<file path="src/rtl/mt9d111_pkg.sv">
// Shared definitions for the MT9D111 SCCB register-init block.
// Optional feature macro: SCCB_ACK_CHECK_EN (adds NACK retry and the error state).
package mt9d111_pkg;

    localparam logic [7:0]  SCCB_DEV_ADDR = 8'hBA;
    // Must match the number of rows in mt9d111_init_rom (1..256).
    localparam int unsigned INIT_LEN      = 3;

    typedef struct packed {
        logic [7:0]  reg_addr;
        logic [15:0] reg_data;
    } init_entry_t;

    typedef enum logic [3:0] {
        StIdle,
        StPwrWait,
        StLoad,
        StSta,
        StBit,
        StAck,
        StStp,
        StGap,
        StDone
`ifdef SCCB_ACK_CHECK_EN
        , StErr
`endif
    } sccb_state_e;

    // Busy everywhere except the resting states.
    function automatic logic state_busy(input sccb_state_e s);
        logic busy;
        busy = (s != StIdle) && (s != StDone);
`ifdef SCCB_ACK_CHECK_EN
        busy = busy && (s != StErr);
`endif
        return busy;
    endfunction

endpackage

</file>
<file path="src/rtl/mt9d111_init_rom.sv">
// Combinational sensor init table: index -> {reg_addr, reg_data}.
// Optional feature macro: SCCB_ACK_CHECK_EN (not used in this file).
module mt9d111_init_rom
    import mt9d111_pkg::*;
(
    input  logic [7:0]  index_i,
    output init_entry_t entry_o
);

    // Page select first, then read-mode setup; out-of-range indices read as zero.
    always_comb begin
        entry_o = '{reg_addr: 8'h00, reg_data: 16'h0000};
        case (index_i)
            8'd0:    entry_o = '{reg_addr: 8'hF0, reg_data: 16'h0001};
            8'd1:    entry_o = '{reg_addr: 8'h20, reg_data: 16'h0303};
            8'd2:    entry_o = '{reg_addr: 8'h21, reg_data: 16'h8400};
            default: ;
        endcase
    end

endmodule

</file>
<file path="src/rtl/mt9d111_sccb_config.sv">
// SCCB master that writes the MT9D111 init table after power-up.
// Optional feature macro: SCCB_ACK_CHECK_EN (NACK -> one retry, then sticky error).
module mt9d111_sccb_config
    import mt9d111_pkg::*;
#(
    parameter int unsigned CLK_DIV_Q    = 125,
    parameter int unsigned POWERUP_WAIT = 50000,
    parameter int unsigned GAP_WAIT     = 500
) (
    input  logic       CLOCK,
    input  logic       RESET_N,
    input  logic       START,
    output logic       SCCB_SCL,
    output logic       SCCB_SDA_OE,
    input  logic       SCCB_SDA_IN,
    output logic       CONFIG_BUSY,
    output logic       CONFIG_DONE,
    output logic       CONFIG_ERR,
    output logic [7:0] CONFIG_INDEX
);

    localparam int unsigned WaitMax   = (POWERUP_WAIT > GAP_WAIT) ? POWERUP_WAIT : GAP_WAIT;
    localparam int unsigned WaitW     = $clog2(WaitMax + 1);
    localparam int unsigned TickW     = $clog2(CLK_DIV_Q + 1);
    localparam logic [7:0]  LastIndex = 8'(INIT_LEN - 1);

    sccb_state_e       state_q, state_d;
    logic [TickW-1:0]  tick_q, tick_d;
    logic [1:0]        qtr_q, qtr_d;
    logic [2:0]        bit_q, bit_d;
    logic [1:0]        byte_q, byte_d;
    logic [WaitW-1:0]  wait_q, wait_d;
    logic [31:0]       frame_q, frame_d;
    logic [7:0]        index_q, index_d;
    logic              scl_q, scl_d;
    logic              sda_oe_q, sda_oe_d;
    logic              busy_q, busy_d;
    logic              done_q, done_d;

    init_entry_t       rom_entry;
    logic              tick;
    logic              bus_state;
    logic              next_bit;
    logic              nack_seen;

    mt9d111_init_rom u_rom (
        .index_i (index_q),
        .entry_o (rom_entry)
    );

`ifdef SCCB_ACK_CHECK_EN
    logic nack_q, nack_d;
    logic retry_q, retry_d;
    logic err_q, err_d;
    assign nack_seen  = nack_q;
    assign CONFIG_ERR = err_q;
`else
    logic unused_sda_in;
    assign unused_sda_in = SCCB_SDA_IN;
    assign nack_seen     = 1'b0;
    assign CONFIG_ERR    = 1'b0;
`endif

    assign tick      = (tick_q == TickW'(CLK_DIV_Q - 1));
    assign bus_state = state_q inside {StSta, StBit, StAck, StStp};

    // Next-state, counters and registered bus/status outputs.
    always_comb begin
        state_d  = state_q;
        tick_d   = '0;
        qtr_d    = qtr_q;
        bit_d    = bit_q;
        byte_d   = byte_q;
        wait_d   = '0;
        frame_d  = frame_q;
        index_d  = index_q;
        scl_d    = scl_q;
        sda_oe_d = sda_oe_q;
        next_bit = 1'b0;
`ifdef SCCB_ACK_CHECK_EN
        nack_d   = nack_q;
        retry_d  = retry_q;
`endif

        if (bus_state) begin
            tick_d = tick ? '0 : tick_q + TickW'(1);
            if (tick) begin
                qtr_d = qtr_q + 2'd1;
            end
        end

        unique case (state_q)
            StIdle, StDone: begin
                if (START) begin
                    index_d = '0;
                    state_d = StLoad;
                end
            end
            StPwrWait: begin
                if (wait_q == WaitW'(POWERUP_WAIT - 1)) begin
                    state_d = StLoad;
                end else begin
                    wait_d = wait_q + WaitW'(1);
                end
            end
            StLoad: begin
                // Leaving LOAD issues the START condition: SDA falls with SCL high.
                frame_d  = {SCCB_DEV_ADDR, rom_entry};
                bit_d    = '0;
                byte_d   = '0;
                qtr_d    = '0;
                scl_d    = 1'b1;
                sda_oe_d = 1'b1;
                state_d  = StSta;
`ifdef SCCB_ACK_CHECK_EN
                nack_d   = 1'b0;
`endif
            end
            StSta: begin
                if (tick) begin
                    state_d  = StBit;
                    next_bit = 1'b1;
                end
            end
            StBit: begin
                if (tick) begin
                    if (qtr_q == 2'd0) begin
                        scl_d = 1'b1;
                    end else if (qtr_q == 2'd3) begin
                        if (bit_q == 3'd7) begin
                            // ACK cell: SCL falls, SDA released for the whole cell.
                            bit_d    = '0;
                            scl_d    = 1'b0;
                            sda_oe_d = 1'b0;
                            state_d  = StAck;
                        end else begin
                            bit_d    = bit_q + 3'd1;
                            next_bit = 1'b1;
                        end
                    end
                end
            end
            StAck: begin
                if (tick) begin
                    if (qtr_q == 2'd0) begin
                        scl_d = 1'b1;
                    end else if (qtr_q == 2'd2) begin
`ifdef SCCB_ACK_CHECK_EN
                        nack_d = nack_q | SCCB_SDA_IN;
`endif
                    end else if (qtr_q == 2'd3) begin
                        if (byte_q == 2'd3 || nack_seen) begin
                            // STOP cell starts with SDA held low under a low SCL.
                            scl_d    = 1'b0;
                            sda_oe_d = 1'b1;
                            state_d  = StStp;
                        end else begin
                            byte_d   = byte_q + 2'd1;
                            state_d  = StBit;
                            next_bit = 1'b1;
                        end
                    end
                end
            end
            StStp: begin
                if (tick) begin
                    if (qtr_q == 2'd0) begin
                        scl_d = 1'b1;
                    end else if (qtr_q == 2'd1) begin
                        sda_oe_d = 1'b0;
                    end else if (qtr_q == 2'd3) begin
                        state_d = StGap;
                    end
                end
            end
            StGap: begin
                if (wait_q == WaitW'(GAP_WAIT - 1)) begin
                    if (nack_seen) begin
`ifdef SCCB_ACK_CHECK_EN
                        if (retry_q) begin
                            state_d = StErr;
                        end else begin
                            retry_d = 1'b1;
                            state_d = StLoad;
                        end
`endif
                    end else begin
`ifdef SCCB_ACK_CHECK_EN
                        retry_d = 1'b0;
`endif
                        if (index_q == LastIndex) begin
                            state_d = StDone;
                        end else begin
                            index_d = index_q + 8'd1;
                            state_d = StLoad;
                        end
                    end
                end else begin
                    wait_d = wait_q + WaitW'(1);
                end
            end
`ifdef SCCB_ACK_CHECK_EN
            StErr: begin
                if (START) begin
                    index_d = '0;
                    retry_d = 1'b0;
                    state_d = StLoad;
                end
            end
`endif
            default: state_d = StIdle;
        endcase

        // Q0 of a data bit: SCL falls and the next MSB is placed on SDA.
        if (next_bit) begin
            qtr_d    = '0;
            scl_d    = 1'b0;
            sda_oe_d = ~frame_q[31];
            frame_d  = {frame_q[30:0], 1'b0};
        end

        busy_d = state_busy(state_d);
        done_d = (state_d == StDone);
`ifdef SCCB_ACK_CHECK_EN
        err_d  = (state_d == StErr);
`endif
    end

    // State and output registers; reset parks the bus idle and re-arms the power-up wait.
    always_ff @(posedge CLOCK or negedge RESET_N) begin
        if (!RESET_N) begin
            state_q  <= StPwrWait;
            tick_q   <= '0;
            qtr_q    <= '0;
            bit_q    <= '0;
            byte_q   <= '0;
            wait_q   <= '0;
            frame_q  <= '0;
            index_q  <= '0;
            scl_q    <= 1'b1;
            sda_oe_q <= 1'b0;
            busy_q   <= 1'b1;
            done_q   <= 1'b0;
`ifdef SCCB_ACK_CHECK_EN
            nack_q   <= 1'b0;
            retry_q  <= 1'b0;
            err_q    <= 1'b0;
`endif
        end else begin
            state_q  <= state_d;
            tick_q   <= tick_d;
            qtr_q    <= qtr_d;
            bit_q    <= bit_d;
            byte_q   <= byte_d;
            wait_q   <= wait_d;
            frame_q  <= frame_d;
            index_q  <= index_d;
            scl_q    <= scl_d;
            sda_oe_q <= sda_oe_d;
            busy_q   <= busy_d;
            done_q   <= done_d;
`ifdef SCCB_ACK_CHECK_EN
            nack_q   <= nack_d;
            retry_q  <= retry_d;
            err_q    <= err_d;
`endif
        end
    end

    assign SCCB_SCL     = scl_q;
    assign SCCB_SDA_OE  = sda_oe_q;
    assign CONFIG_BUSY  = busy_q;
    assign CONFIG_DONE  = done_q;
    assign CONFIG_INDEX = index_q;

endmodule

</file>
<file path="config.mk">
export PLATFORM = sky130hd
export DESIGN_NAME = mt9d111_sccb_config
export DESIGN_NICKNAME = d
export VERILOG_FILES = /design/src/rtl/mt9d111_pkg.sv /design/src/rtl/mt9d111_init_rom.sv /design/src/rtl/mt9d111_sccb_config.sv
export SDC_FILE = /design/constraint.sdc
export NUM_CORES = 1
export LEC_CHECK = 0
export BUFFER_PORTS_ARGS = -buffer_cell sky130_fd_sc_hd__buf_2
export CORE_UTILIZATION = 39
export DETAILED_ROUTE_END_ITERATION = 7
export GPL_TIMING_DRIVEN = 0
export HOLD_SLACK_MARGIN = 0.1
export PLACE_DENSITY_LB_ADDON = 0.08
export SLEW_MARGIN = 20
export SYNTH_ARGS = -nofsm -noshare
export SYNTH_HDL_FRONTEND = slang
export SYNTH_SLANG_ARGS = --single-unit
</file>
<file path="constraint.sdc">
create_clock -name CLOCK -period 5.68 [get_ports CLOCK]
set_input_delay 0.852 -clock CLOCK [delete_from_list [all_inputs] [get_ports CLOCK]]
set_output_delay 0.852 -clock CLOCK [all_outputs]
set_load 0.005 [all_outputs]
</file>
## After elaboration in Yosys (flattened, before gate mapping)

Index checks and enable logic that the tools add are counted.
W data, S select, Z words.

| word-level totals | value |
|---|---|
| logic and storage cells | 170 |
| bits in latches | 0 |
| memories | 0 |
| bits in writable memories | 0 |
| register bits after elaboration | 78 |
| memory bits (read-only) | 0 |
| output and inout port bits | 13 |

| cells by class | value |
|---|---|
| reduce and logical (&&, ||, !) cells | 20 |
| multipliers | 0 |
| div/mod/pow operators | 0 |
| order comparisons | 0 |
| shift operators | 0 |
| mux-type cells | 82 |
| add/subtract/negate cells | 6 |
| bitwise logic cells | 1 |
| equality and inequality tests | 49 |

Operators with widths:

| cell | count |
|---|---|
| $pmux W24 S3 | 1 |
| $mux W4 | 17 |
| $mux W32 | 2 |
| $mux W1 | 33 |
| $mux W16 | 2 |
| $pmux W16 S2 | 1 |
| $pmux W4 S8 | 1 |
| $mux W8 | 3 |
| $ne A3 B3 Y1 const B | 7 |
| $mux W2 | 10 |
| $ne A2 B2 Y1 const B | 9 |
| $ne A3 B2 Y1 const B | 6 |
| $add A16 B1 Y16 const B | 1 |
| $eq A16 B16 Y1 const B | 1 |
| $eq A16 B9 Y1 const B | 1 |
| $eq A4 B3 Y1 const B | 4 |
| $ne A4 B2 Y1 const B | 4 |
| $pmux W8 S2 | 1 |
| $mux W7 | 2 |
| $reduce_and A13 Y1 | 1 |
| $mux W3 | 4 |
| $reduce_and A10 Y1 | 1 |
| $add A8 B1 Y8 const B | 1 |
| $eq A4 B2 Y1 const B | 2 |
| other kinds (30) | 43 |

## Depth between registers and ports, before layout

Gate-level depths: netlist of run 1.

| depth | value |
|---|---|
| depth in word-level cells | 9 |
| gate-level depth with buffers | 9 |
| depth with buffers taken out | 7 |

## Hierarchy

A second synthesis of run 1 with hierarchy kept.

| second synthesis, totals | value |
|---|---|
| cell total of the unflattened synthesis | 440 |
| area, all modules | 4294.1 um^2 |

By module, submodules not included:

| module | cells an instance | area each (um^2) | instances |
|---|---|---|---|
| mt9d111_sccb_config | 412 | 4086.4 | 1 |
| mt9d111_init_rom | 28 | 207.7 | 1 |

## Worst setup path after synthesis of run 1

OpenSTA, ideal clock, no wires.

| timing | value |
|---|---|
| kind | flip-flop to flip-flop |
| from | reg qtr_q[0] |
| to | reg scl_q, in the netlist SCCB_SCL |
| setup time | 0.061 ns |
| stages on the path, launching flop included | 8 |
| arrival time | 1.972 ns |
| setup slack | 3.647 ns |
| cells stage by stage | dfrtp_1 inv_1 ha_1 or4b_1 a32oi_1 o22ai_1 or4_1 nand2_1 |

| on the way | value |
|---|---|
| cells in the longest elaborated chain, start to end | 8 |
| elaborated cells between the ends (all ways) | 28 |
| those cells by class | 11 x eq/ne; 14 x mux; 3 x reduce/logical |

Ends and longest elaborated chain:

| what | RTL line | source |
|---|---|---|
| start: declaration | mt9d111_sccb_config.sv:29 | `logic [1:0] qtr_q, qtr_d;` |
| start signal: assignment | mt9d111_sccb_config.sv:252 | `qtr_q <= qtr_d;` |
| $eq A2 B2 Y1 | mt9d111_sccb_config.sv:129, mt9d111_sccb_config.sv:151 |  |
| $mux W1 | mt9d111_sccb_config.sv:151 | `end else if (qtr_q == 2'd3) begin` |
| $mux W1 | mt9d111_sccb_config.sv:147 | `end else if (qtr_q == 2'd2) begin` |
| $mux W1 | mt9d111_sccb_config.sv:145 | `if (qtr_q == 2'd0) begin` |
| $mux W1 | mt9d111_sccb_config.sv:144 | `if (tick) begin` |
| $pmux W1 S3 | mt9d111_sccb_config.sv:92 | `unique case (state_q)` |
| $ne A4 B2 Y1 (no source line), or another cell as far along | n/a |  |
| $reduce_and A10 Y1 (no source line) | n/a |  |
| end signal: assignment | mt9d111_sccb_config.sv:258 | `scl_q <= scl_d;` |
| end: declaration | mt9d111_sccb_config.sv:35 | `logic scl_q, scl_d;` |

Parallel ways exist; a longest one is shown, timed or not. The select of a mux whose other input is x is not followed.
A chain may end at the register's enable or synchronous reset.

## Worst setup path in the final report of run 1

| timing | value |
|---|---|
| from | reg qtr_q[0] |
| to | reg frame_q[21] |

| on the way | value |
|---|---|
| cells in the longest elaborated chain, start to end | 7 |
| elaborated cells between the ends (all ways) | 13 |
| those cells by class | 2 x eq/ne; 9 x mux; 2 x reduce/logical |

Ends and longest elaborated chain:

| what | RTL line | source |
|---|---|---|
| $eq A2 B2 Y1 | mt9d111_sccb_config.sv:129, mt9d111_sccb_config.sv:151 |  |
| $mux W1 | mt9d111_sccb_config.sv:151 |  |
| $mux W1 | mt9d111_sccb_config.sv:147 |  |
| $mux W1 | mt9d111_sccb_config.sv:145 |  |
| $mux W1 | mt9d111_sccb_config.sv:144 |  |
| $pmux W1 S3 * | mt9d111_sccb_config.sv:92 |  |
| $mux W32 or $reduce_bool A2 Y1 (tied branches) | n/a |  |
| end signal: assignment | mt9d111_sccb_config.sv:256 | `frame_q <= frame_d;` |
| end: declaration | mt9d111_sccb_config.sv:33 | `logic [31:0] frame_q, frame_d;` |

Every way passes the cells marked *; elsewhere a longest branch is shown, timed or not.

==> results by group, run 1 <==
Finish
  • Fraction of layout cells with a size suffix above 1: 13.3%
  • Synthesis-to-layout area growth: 11.9%
  • Register Area: 1960 um2
  • Core utilization of the finished layout: 45.6%
  • Area of the multi-input gates: 1930 um2
  • Number of standard cells in the layout, taps in and fillers out: 570
  • Count of filler cells inserted in the layout: 985
  • Antenna fix cells: 0
  • Net count, final: 451

STA
  • Slew margin rel.: 48.7%
  • Worst Tran Pin Value: 0.764 ns
  • Final setup viols: 0
  • Final Cycle Share: 43.5%
  • Max-slew violation count: 0
  • Unrepaired setup endpoints after global routing: no
  • Least setup slack across all paths after layout: 3.21 ns
  • Post-Route Setup TNS: 0 ns
  • Hold violation count in the final report: 0
  • Peak clock frequency supported by timing: about 400 MHz
  • Largest clock skew in the final design: 0.0129 ns
  • Minimum clock period after layout: 2.47 ns

Global routing
  • Global-route wire length before repair: 14900 um
  • Largest net degree at the start of global routing: 42
  • Grt ovf: 0
  • Global router's overall resource usage: 17.3%
  • Number of antenna violations at the first check in global routing: 0
  • Vias in the first global route: 2910

Detailed routing
  • Number of nets with antenna violations after routing: 0
  • Drt drc: 0
  • Vias/cell: 5.37
  • Routed vias: 3060
  • Routed wire length: between 8000 and 9000 um
  • Detailed Route Iter0 Violations: 171
  • Routed wirelength normalized by instance count: about 15 um
  • Number of iterations in the first detailed-routing pass: 4

Floorplanning
  • Standard-cell row count: 36
  • Overall die area: 10800 um2
  • Number of placed I/O pins: 17
  • Die height: 104 um
  • Effective utilization at floorplan: 40.8%
  • Std-Cell Core Area: 9910 um2
  • Die span in x: 104 um

Power
  • Net switching component of the power: roughly 0.23 mW
  • Switching power share of the total: 22.3%
  • Leakage component of the power: 1.94 nW
  • Total internal power: 0.814 mW
  • Total power consumption of the routed design: 1.05 mW
  • VDD IR max: 0.139 mV
  • Power density relative to cell area: 232 nW/um2
  • Sequential power share: 53.7%
  • Logic gate share of total power: 2.6%
  • Clock network power share: 43.7%

Clock network
  • Setup Buffers After CTS: 0
  • Sinks on the clock net: 78
  • Clk Tree Root Cell: sky130_fd_sc_hd__clkbuf_8
  • Maximum level of the CTS H-tree: 3
  • Resized cells post-CTS: 0
  • Count of hold-fix buffers inserted at cts: 0
  • Inserted Clock Buffers: 9
  • Clock latency of the later-clocked register in the worst-skew pair: 0.35 ns
  • Clock transition time at the flip-flop clock pins of the worst setup and hold paths: approximately 0.09 ns
  • TritonCTS clock tree: yes
  • Bufs on Longest Clock Path: 2

Setup path
  • Slowest-stage cell, CP: sky130_fd_sc_hd__o31ai_1
  • Top fanout value on the critical path: 10
  • Worst EP arrival: 2.69 ns
  • Kind of end point of the critical path: register
  • Critical Path, Cell by Cell: inv_1 > ha_1 > nor4b_1 > nand2_1 > o31ai_1 > buf_2 > o21ai_0
  • Maximum single-stage delay on the critical path: 0.54 ns
  • Critical path data required time: about 6 ns
  • Category of the worst setup path launch point: register
  • Worst setup path class: register to register

Logic synthesis
  • Netlist Area Pre-Place: 4040 um2
  • Synth area leaders: sky130_fd_sc_hd__dfrtp_1 (46%), sky130_fd_sc_hd__nor2_1 (4.7%), sky130_fd_sc_hd__ha_1 (4.6%)
  • Share of synthesized cell area in full adder, half adder and majority cells: 4.64%
  • Yosys warns: 0
  • Sequential fraction of the synthesis area: between 40% and 50%
  • Post-Syn Nets: 425
  • Most instantiated flip-flop cell in the synthesis netlist: sky130_fd_sc_hd__dfrtp_1
  • Dominant combinational cell family by area after synthesis: simple AND/OR/NAND/NOR gates
  • Synth area leader: sky130_fd_sc_hd__dfrtp_1
  • Parity-gate share of the synthesized area counting xor and xnor cells: 5.20%
  • Mux contribution to synthesized area: ~2.3%
  • Synthesized-area fraction occupied by and/or/nand/nor cells: 23.2%
  • Fraction of post-synthesis cell area in the top cell type by area: 46.4%
  • Post-synthesis cell type count: 58
  • Leading cell type by number of instances after synthesis: sky130_fd_sc_hd__dfrtp_1
  • Async S/R FF share, synth: 100%
  • Seq cells post-synth: 78
  • Top cell types by occurrence after synthesis: sky130_fd_sc_hd__dfrtp_1 (75), sky130_fd_sc_hd__nor2_1 (51), sky130_fd_sc_hd__nand2_1 (39)
  • Synth Area in Compound Gates: between 10% and 20%
  • Mean cell area of the mapped netlist: 9.96 um2
  • Count of mapped cells out of synthesis: roughly 400
  • Number of synthesized flops with an enable pin: 0

Outcome
  • Outcome: finished, final reports clean

Placed design
  • Half-perimeter wire length after detailed placement: 6090 um
  • Cells after DPL: 554
  • Count of buffers from port buffering: 14
  • Weighted congestion reported at the end of routability-driven placement: 0.850
  • DP Worst Slack: 3.25 ns

Flow run
  • Max-cap check violation count: 0

Worst hold path
  • Hold/Removal Path Class: register to register
## logic make-up after synthesis
group	count (synthesis)
buf+inv	32
compound gates	65
xor+xnor	24
simple gates	182
mux	9
fa+ha+maj	15
other cells	1
flops	78
## final timing paths
check                          start           to  slack (ns)  cells past startpoint
hold / removal             wait_q[0]    wait_q[0]        0.45                      1
setup / recovery            qtr_q[0]  frame_q[21]        3.21                      7
setup reg to reg            qtr_q[0]  frame_q[21]        3.21                      7
min in group asynchronous    RESET_N     bit_q[1]        0.47                      1
hold reg to reg            wait_q[0]    wait_q[0]        0.45                      1
max in group asynchronous    RESET_N   state_q[0]        4.56                      2
## power groups by stage
stage	combinational [mW]	sequential [mW]	clock (mW)
CTS	0.0291	0.562	0.475
global placement	0.0266	0.573	0
global route	0.0329	0.563	0.495
floorplan	0.00958	0.573	0
finish	0.0275	0.562	0.458
detailed placement	0.0291	0.573	0
## cell type report
class / instances / share of cell area [%]
timing repair buffer: 15 / 2.05
clock inverter: 6 / 1.91
tap: 133 / 3.68
buffer: 19 / 2.63
inverter: 13 / 1.08
sequential: 78 / 43.2
multi-input combinational: 296 / 42.6
clock buffer: 10 / 2.82
## per-stage QoR
stage          instance area [um2]  hold slack, ns
3_3_place_gp                  4280           0.443
3_5_place_dp                  4310           0.448
4_1_cts                       4520           0.459
2_1_floorplan                 4040           0.425
6_report                      4520           0.451
5_1_grt                       4520           0.480
## layout by cell type (no fill, tap or decap), types with 7 or more instances in the layout
cell,count
sky130_fd_sc_hd__mux2i_1,7
sky130_fd_sc_hd__xor2_1,14
sky130_fd_sc_hd__nor2_1,51
sky130_fd_sc_hd__dfrtp_1,75
sky130_fd_sc_hd__nand4_1,12
sky130_fd_sc_hd__inv_1,13
sky130_fd_sc_hd__nand2_1,39
sky130_fd_sc_hd__nor3_1,14
sky130_fd_sc_hd__o21ai_0,10
sky130_fd_sc_hd__buf_2,21
sky130_fd_sc_hd__nand3_1,19
sky130_fd_sc_hd__xnor2_1,10
sky130_fd_sc_hd__a21oi_1,15
sky130_fd_sc_hd__clkbuf_8,9
sky130_fd_sc_hd__a32o_1,16
sky130_fd_sc_hd__ha_1,15
## flip-flops by register name, summed over array words and instances (netlist names)
register	cells
SCCB_SCL	1
SCCB_SDA_OE	1
frame_q	32
qtr_q	2
CONFIG_INDEX	8
tick_q	7
wait_q	16
state_q	4
bit_q	3
CONFIG_BUSY	1
byte_q	2
CONFIG_DONE	1
## worst max-delay path, delay by kind of cell, from the launching register on
family / cells / cell delay (ns)
AND/OR/NAND/NOR: 2 / 0.52
adder cells (fa/ha/maj): 1 / 0.30
AO/OA/AOI/OAI: 2 / 0.67
flip-flops: 1 / 0.41
buffers and inverters: 2 / 0.44
## layer usage
metal  wire (um)  global-route usage [%]  vias to the layer above  part of all wire (%)
met4          87                    4.59                        0                  0.99
met5           0                       0                        -                     0
li1            -                       -                     1496                     -
met1        4420                    25.5                     1494                    50
met2        3860                    25.6                       65                    44
met3         397                    3.78                        5                   4.5
Note: power is estimated with default switching activity, not from simulation.
==> run 2, diff against run 1 <==
Clock period 5.68 ns to 2.58 ns, I/O delays scaled along.
==> run 2 against run 1 <==
Compared with the run above: setup slack got worse by 3.0 ns; largest power group unchanged; clock power increased by 120%; critical path type unchanged; total power increased by 120%.
==> results by group, run 2 (synthesis results as in run 1) <==
Outcome
  • Outcome: finished, final reports clean (unchanged)

Floorplanning
  • Std-Cell Core Area: 9910 um2 (unchanged)
  • Number of placed I/O pins: 17 (unchanged)
  • Die height: 104 um (unchanged)
  • Standard-cell row count: 36 (unchanged)
  • Overall die area: 10800 um2 (unchanged)
  • Die span in x: 104 um (unchanged)
  • Effective utilization at floorplan: 40.8% (unchanged)

Setup path
  • Number of cells on the worst reg-to-reg path: 7 (unchanged)
  • Destination of the worst register-to-register timing path: frame_q[21] (unchanged)
  • R2R Path Start: qtr_q[0] (unchanged)
  • Critical path data required time: 2.79 ns (was 5.89 ns)
  • Category of the worst setup path launch point: register (unchanged)
  • Top fanout value on the critical path: 10 (unchanged)
  • Worst setup path class: register to register (unchanged)
  • Setup slack, reg-to-reg: 0.24 ns (was 3.21 ns)
  • Worst EP arrival: 2.55 ns (was 2.69 ns)
  • Kind of end point of the critical path: register (unchanged)

Detailed routing
  • Detailed Route Iter0 Violations: 199 (was 171)
  • Routed vias: 3041 (was 3060)
  • Routed wire length: 8770 um (was 8760 um)
  • Routed wirelength normalized by instance count: 15.4 um (about the same)
  • Drt drc: 0 (unchanged)
  • Vias/cell: 5.33 (was 5.37)
  • Number of nets with antenna violations after routing: 0 (unchanged)
  • Number of iterations in the first detailed-routing pass: 4 (unchanged)

Power
  • Logic gate share of total power: 2.7% (was 2.6%)
  • Switching power share of the total: 22.5% (was 22.3%)
  • Sequential power share: 53.5% (was 53.7%)
  • Net switching component of the power: 0.519 mW (was 0.233 mW)
  • Power density relative to cell area: 510 nW/um2 (was 232 nW/um2)
  • Clock network power share: 43.8% (was 43.7%)
  • VDD IR max: 0.307 mV (was 0.139 mV)
  • Leakage component of the power: 1.95 nW (was 1.94 nW)
  • Total internal power: 1.79 mW (was 0.814 mW)

Placed design
  • Weighted congestion reported at the end of routability-driven placement: 0.850 (unchanged)
  • Half-perimeter wire length after detailed placement: 6090 um (unchanged)
  • Post-Place Cell Area: 4310 um2 (unchanged)
  • Count of buffers from port buffering: 14 (unchanged)
  • Cells after DPL: 554 (unchanged)

Flow run
  • Max-cap check violation count: 0 (unchanged)

Finish
  • Commonest cells after routing, fill and taps aside: sky130_fd_sc_hd__dfrtp_1 (75), sky130_fd_sc_hd__nor2_1 (51), sky130_fd_sc_hd__nand2_1 (39) (unchanged)
  • Antenna fix cells: 0 (unchanged)
  • Net count, final: 452 (was 451)
  • Number of standard cells in the layout, taps in and fillers out: 571 (was 570)
  • Register ranked first by flip-flop count: frame_q (unchanged)
  • Count of filler cells inserted in the layout: 984 (was 985)
  • Commonest non-fill, non-tap cell in the layout: sky130_fd_sc_hd__dfrtp_1 (unchanged)
  • Flip-flop count of the largest register, all copies and words added: 32 (unchanged)
  • Synthesis-to-layout area growth: 12.2% (was 11.9%)
  • Design Area, Final: 4540 um2 (was 4520 um2)
  • Fraction of layout cells with a size suffix above 1: 13.5% (was 13.3%)

Global routing
  • Largest net degree at the start of global routing: 42 (unchanged)
  • Busiest metal layer after global routing: met2 (unchanged)
  • Met3 Use GR: 3.71% (was 3.78%)
  • Number of antenna violations at the first check in global routing: 0 (unchanged)
  • Grt ovf: 0 (unchanged)
  • Global router's overall resource usage: 17.3% (unchanged)
  • Vias in the first global route: 2910 (unchanged)
  • GRT met1 Usage: 25.5% (about the same)
  • Global-route met2 utilization: 25.6% (unchanged)
  • Global-route wire length before repair: 14900 um (unchanged)

Clock network
  • Clock latency of the later-clocked register in the worst-skew pair: 0.35 ns (about the same)
  • Maximum level of the CTS H-tree: 3 (unchanged)
  • Inserted Clock Buffers: 9 (unchanged)
  • TritonCTS clock tree: yes (unchanged)
  • Clk Tree Root Cell: sky130_fd_sc_hd__clkbuf_8 (unchanged)
  • Sinks on the clock net: 78 (unchanged)
  • Bufs on Longest Clock Path: 2 (unchanged)
  • Clock transition time at the flip-flop clock pins of the worst setup and hold paths: 0.09 ns (about the same)

Worst hold path
  • Worst Hold Path EP: CONFIG_INDEX[2] (was wait_q[0])
  • Hold/Removal Path Class: input port to register (was register to register)
  • WHS Path Cells: 4 (was 1)
  • Start point of the worst hold path: START (was wait_q[0])

STA
  • Minimum clock period after layout: 2.34 ns (was 2.47 ns)
  • Post-Route Setup TNS: 0 ns (unchanged)
  • Worst Tran Pin Value: 0.755 ns (was 0.764 ns)
  • Slew margin rel.: 49.3% (was 48.7%)
  • Final setup viols: 0 (unchanged)
  • Largest clock skew in the final design: 0.0142 ns (was 0.0129 ns)
  • Unrepaired setup endpoints after global routing: no (unchanged)
  • Peak clock frequency supported by timing: 427 MHz (was 404 MHz)
  • Final Cycle Share: 90.7% (was 43.5%)
  • Max-slew violation count: 0 (unchanged)
  • Hold violation count in the final report: 0 (unchanged)
run 2: cell count changes in the layout (fill, tap and decap cells not counted):
cell,delta
sky130_fd_sc_hd__dlygate4sd3_1,+1
sky130_fd_sc_hd__o31ai_2,+1
sky130_fd_sc_hd__o31ai_1,-1
run 2: metrics by stage:
| stage | hold slack [ns] | setup slack, ns | utilization (%) | power, mW |
|---|---|---|---|---|
| 4_1_cts | 0.428 | 0.114 | 45.7 | 2.35 |
| 6_report | 0.446 | 0.241 | 45.8 | 2.31 |
| 5_1_grt | 0.460 | 0.151 | 45.8 | 2.40 |
| 2_1_floorplan | 0.0914 | 0.547 | - | 1.28 |
| 3_3_place_gp | 0.443 | 0.112 | 43.2 | 1.32 |
| 3_5_place_dp | 0.400 | 0.154 | 43.5 | 1.33 |
run 2: per-layer routing:
metal	part of all wire [%]	wire length, um
met1	51	4510
met2	43	3800
met3	4.3	376
met4	1.0	89
met5	0	0
run 2: timing repair:
item | 4_1_cts | 5_1_grt
endpoints found under the setup margin | 0 | 4
hold buffers | 1 | 0
endpoints found under the hold margin | 35 | 0
resized for setup | 0 | 1
buffers inserted | 0 | 0
run 2: cell type report:
class	count	area [um2]	share of cell area, %
clock buffers	10	128	2.81
multi-input cells	296	1930	42.6
clock inverters	6	86.3	1.90
repair buffers	16	103	2.26
plain buffers	19	119	2.62
flip-flops and latches	78	1960	43.1
inverters	13	48.8	1.08
well taps	133	166	3.67
run 2: worst max path at each step:
| stage | endpoint | start |
|---|---|---|
| 4_1_cts | frame_q[21] | qtr_q[0] |
| 6_report | frame_q[21] | qtr_q[0] |
| 5_1_grt | frame_q[21] | qtr_q[0] |
| 3_3_place_gp | frame_q[10] | qtr_q[0] |
| 3_5_place_dp | frame_q[21] | qtr_q[0] |
| 2_1_floorplan | SCCB_SCL | qtr_q[0] |
run 2: critical path: stages, from the launching register on:
cell	delay, ns
sky130_fd_sc_hd__dfrtp_1	0.41
sky130_fd_sc_hd__inv_1	0.10
sky130_fd_sc_hd__ha_1	0.30
sky130_fd_sc_hd__nor4b_1	0.42
sky130_fd_sc_hd__nand2_1	0.15
sky130_fd_sc_hd__o31ai_2	0.37
sky130_fd_sc_hd__buf_2	0.31
sky130_fd_sc_hd__o21ai_0	0.13
run 2: power by group through the flow:
stage / sequential, mW / clock, mW / combinational, mW
after floorplan: 1.26 / 0 / 0.0211
final: 1.24 / 1.01 / 0.0620
after CTS: 1.24 / 1.05 / 0.0652
after detailed placement: 1.26 / 0 / 0.0641
after global routing: 1.24 / 1.09 / 0.0737
after global placement: 1.26 / 0 / 0.0586
==> run 3, diff against run 2 <==
Settings changed: SYNTH_HIERARCHICAL set to 1.
==> run 3 against run 2 <==
Compared with the run above: utilization is 0.28 points higher; clock skew down 0.0066 ns; sequential power increased by 34%; via count is 6.5% higher.
==> results by group, run 3 <==
Outcome
  • Outcome: finished, final reports clean (unchanged)

Clock network
  • Clock latency of the later-clocked register in the worst-skew pair: 0.36 ns (was 0.35 ns)
  • Bufs on Longest Clock Path: 2 (unchanged)
  • Inserted Clock Buffers: 9 (unchanged)
  • Clock transition time at the flip-flop clock pins of the worst setup and hold paths: 0.08 ns (was 0.09 ns)
  • TritonCTS clock tree: yes (unchanged)
  • Sinks on the clock net: 78 (unchanged)
  • Setup Buffers After CTS: 0 (unchanged)
  • Maximum level of the CTS H-tree: 3 (unchanged)
  • Clk Tree Root Cell: sky130_fd_sc_hd__clkbuf_8 (unchanged)

Setup path
  • Kind of end point of the critical path: register (unchanged)
  • Buffers & Inverters on Critical Path: 3 (was 2)
  • Top fanout value on the critical path: 10 (unchanged)
  • Slowest-stage cell, CP: sky130_fd_sc_hd__dfrtp_1 (was sky130_fd_sc_hd__nor4b_1)
  • Category of the worst setup path launch point: register (unchanged)
  • Worst EP arrival: 2.56 ns (was 2.55 ns)
  • R2R Path Start: qtr_q[0] (unchanged)
  • Cell repeated most along the worst path: sky130_fd_sc_hd__buf_2
  • Number of cells on the worst reg-to-reg path: 9 (was 7)
  • Critical Path, Cell by Cell: inv_1 > ha_1 > nor2b_1 > o211ai_1 > a21oi_1 > buf_2 > buf_2 > nor3_1 > a211o_1 (was inv_1 > ha_1 > nor4b_1 > nand2_1 > o31ai_2 > buf_2 > o21ai_0)
  • Maximum single-stage delay on the critical path: 0.41 ns (was 0.42 ns)
  • Setup slack, reg-to-reg: 0.31 ns (was 0.24 ns)
  • Destination of the worst register-to-register timing path: SCCB_SCL (was frame_q[21])
  • CP delay by family, top: buffers and inverters (was simple AND/OR/NAND/NOR gates)
  • Worst setup path class: register to register (unchanged)
  • Critical path data required time: 2.87 ns (was 2.79 ns)

STA
  • Hold slack: 0.403 ns (was 0.446 ns)
  • Peak clock frequency supported by timing: 440 MHz (was 427 MHz)
  • Hold violation count in the final report: 0 (unchanged)
  • Worst Tran Pin Value: 0.600 ns (was 0.755 ns)
  • Unrepaired setup endpoints after global routing: no (unchanged)
  • Least setup slack across all paths after layout: 0.306 ns (was 0.241 ns)
  • Post-Route Setup TNS: 0 ns (unchanged)
  • Final setup viols: 0 (unchanged)
  • Final Cycle Share: 88.1% (was 90.7%)
  • Slew margin rel.: 59.6% (was 49.3%)
  • Max-slew violation count: 0 (unchanged)
  • Largest clock skew in the final design: 0.00759 ns (was 0.0142 ns)
  • Minimum clock period after layout: 2.27 ns (was 2.34 ns)

Global routing
  • Vias in the first global route: 3185 (was 2910)
  • Grt ovf: 0 (unchanged)
  • Global-route wire length before repair: 15700 um (was 14900 um)
  • Global router's overall resource usage: 17.7% (was 17.3%)
  • Largest net degree at the start of global routing: 43 (was 42)
  • Number of antenna violations at the first check in global routing: 0 (unchanged)

Finish
  • Commonest cells after routing, fill and taps aside: sky130_fd_sc_hd__dfrtp_1 (75), sky130_fd_sc_hd__nand2_1 (44), sky130_fd_sc_hd__nor2_1 (39) (was sky130_fd_sc_hd__dfrtp_1 (75), sky130_fd_sc_hd__nor2_1 (51), sky130_fd_sc_hd__nand2_1 (39))
  • Count of filler cells inserted in the layout: 1034 (was 984)
  • Register ranked first by flip-flop count: frame_q (unchanged)
  • Fraction of layout cells with a size suffix above 1: 15.7% (was 13.5%)
  • Core utilization of the finished layout: 46.1% (was 45.8%)
  • Commonest non-fill, non-tap cell in the layout: sky130_fd_sc_hd__dfrtp_1 (unchanged)
  • Area of the multi-input gates: 2120 um2 (was 1930 um2)
  • Antenna fix cells: 0 (unchanged)
  • Net count, final: 496 (was 452)
  • Register Area: 1960 um2 (unchanged)
  • Synthesis-to-layout area growth: 12.8% (was 12.2%)
  • Design Area, Final: 4840 um2 (was 4540 um2)
  • Flip-flop count of the largest register, all copies and words added: 32 (unchanged)

Logic synthesis
  • Leading cell type by number of instances after synthesis: sky130_fd_sc_hd__dfrtp_1 (unchanged)
  • Number of synthesized flops with an enable pin: 0 (unchanged)
  • Synth area leaders: sky130_fd_sc_hd__dfrtp_1 (44%), sky130_fd_sc_hd__a22o_1 (4.7%), sky130_fd_sc_hd__a21o_1 (4.2%) (was sky130_fd_sc_hd__dfrtp_1 (46%), sky130_fd_sc_hd__nor2_1 (4.7%), sky130_fd_sc_hd__ha_1 (4.6%))
  • Async S/R FF share, synth: 100% (unchanged)
  • Mean cell area of the mapped netlist: 9.76 um2 (was 9.96 um2)
  • Yosys warns: 6 (was 0)
  • Count of mapped cells out of synthesis: 440 (was 406)
  • Top cell types by occurrence after synthesis: sky130_fd_sc_hd__dfrtp_1 (75), sky130_fd_sc_hd__nand2_1 (44), sky130_fd_sc_hd__nor2_1 (39) (was sky130_fd_sc_hd__dfrtp_1 (75), sky130_fd_sc_hd__nor2_1 (51), sky130_fd_sc_hd__nand2_1 (39))
  • Post-synthesis cell type count: 60 (was 58)
  • Synth area leader: sky130_fd_sc_hd__dfrtp_1 (unchanged)
  • Netlist Area Pre-Place: 4290 um2 (was 4040 um2)
  • Fraction of post-synthesis cell area in the top cell type by area: 43.7% (was 46.4%)
  • Sequential fraction of the synthesis area: 45.5% (was 48.4%)
  • Seq cells post-synth: 78 (unchanged)
  • Most instantiated flip-flop cell in the synthesis netlist: sky130_fd_sc_hd__dfrtp_1 (unchanged)

Detailed routing
  • Detailed Route Iter0 Violations: 118 (was 199)
  • Number of iterations in the first detailed-routing pass: 4 (unchanged)
  • Routed wire length: 8910 um (was 8770 um)
  • Routed vias: 3240 (was 3041)
  • Routed wirelength normalized by instance count: 14.4 um (was 15.4 um)
  • Drt drc: 0 (unchanged)
  • Vias/cell: 5.23 (was 5.33)
  • Number of nets with antenna violations after routing: 0 (unchanged)

Floorplanning
  • Effective utilization at floorplan: 40.9% (was 40.8%)
  • Die span in x: 107 um (was 104 um)
  • Die height: 107 um (was 104 um)
  • Std-Cell Core Area: 10500 um2 (was 9910 um2)
  • Number of placed I/O pins: 17 (unchanged)
  • Overall die area: 11400 um2 (was 10800 um2)
  • Standard-cell row count: 37 (was 36)

Placed design
  • Half-perimeter wire length after detailed placement: 6260 um (was 6090 um)
  • Count of buffers from port buffering: 14 (unchanged)
  • Weighted congestion reported at the end of routability-driven placement: 0.841 (was 0.850)
  • DP Worst Slack: 0.296 ns (was 0.154 ns)
  • Post-Place Cell Area: 4610 um2 (was 4310 um2)

Power
  • Power density relative to cell area: 713 nW/um2 (was 510 nW/um2)
  • VDD IR max: 0.256 mV (was 0.307 mV)
  • Leakage component of the power: 2.24 nW (was 1.95 nW)

Flow run
  • Max-cap check violation count: 0 (unchanged)

Worst hold path
  • Worst Hold Path EP: state_q[3] (was CONFIG_INDEX[2])
  • Hold/Removal Path Class: input port to register (unchanged)
  • Start point of the worst hold path: START (unchanged)
  • WHS Path Cells: 3 (was 4)
## run 3: cell types whose count changed after synthesis, moves of 11 or more
cell,change
sky130_fd_sc_hd__a22o_1,+23
sky130_fd_sc_hd__o21ai_1,+11
sky130_fd_sc_hd__nor2_1,-12
sky130_fd_sc_hd__a32o_1,-16
sky130_fd_sc_hd__a21o_1,+24
sky130_fd_sc_hd__buf_4,+18
## run 3: tightest hold or removal path, delay by kind of cell
kind,cells,cell delay (ns)
simple gates,1,0.13
compound gates,1,0.08
buf+inv,1,0.12
## run 3: cell type report
type                            count  area share [%]
Buffer                             37            4.68
Clock buffer                       10            2.84
Clock inverter                      6            1.76
Inverter                           11           0.853
Multi-Input combinational cell    326            43.7
Sequential cell                    78            40.4
Tap cell                          136            3.51
Timing Repair Buffer               16            2.27
## run 3: metrics by stage
step | instances | total power, mW
floorplan | 452 | 2.20
global placement | 602 | 2.42
detailed placement | 603 | 2.45
CTS | 620 | 3.51
global route | 620 | 3.69
finish | 620 | 3.45
## run 3: layer usage
metal  up-vias  global-route usage, %  routed length, um
met5         -                      0                  0
met4         0                   5.58                121
met3        10                   4.32                332
met2        49                   25.9               3740
met1      1555                   25.6               4720
li1       1626                      -                  -
## run 3: kinds of logic (layout without fill, tap and decap cells)
logic type | Yosys count | in the layout | share of synthesized area [%]
AND/OR/NAND/NOR | 177 | 177 | 23.2
AO/OA/AOI/OAI | 101 | 101 | 16.7
flip-flops | 78 | 78 | 45.5
buffers and inverters | 48 | 80 | 6.24
XOR/XNOR | 19 | 19 | 3.88
adder cells (fa/ha/maj) | 13 | 13 | 3.79
other | 2 | 14 | 0.175
multiplexers | 2 | 2 | 0.466
## run 3: worst max path at each step
stage	startpoint	endpoint	slack, ns	cells past startpoint
4_1_cts	qtr_q[0]	SCCB_SCL	0.28	9
2_1_floorplan	qtr_q[0]	SCCB_SCL	0.72	9
5_1_grt	qtr_q[0]	SCCB_SCL	0.06	9
3_5_place_dp	qtr_q[0]	SCCB_SCL	0.30	9
3_3_place_gp	qtr_q[0]	SCCB_SCL	0.30	9
6_report	qtr_q[0]	SCCB_SCL	0.31	9
## run 3: what timing repair did
action | in CTS | in global routing
endpoints found under the hold margin | 34 | 0
resized for setup | 0 | 0
hold buffers | 1 | 0
## run 3: report_power, final
group / total [mW] / internal (mW) / leakage, nW / switching, mW
Sequential: 1.66 / 1.46 / 1.01 / 0.198
Clock: 1.03 / 0.567 / 0.108 / 0.464
Combinational: 0.759 / 0.368 / 1.12 / 0.391
Total: 3.45 / 2.40 / 2.24 / 1.05
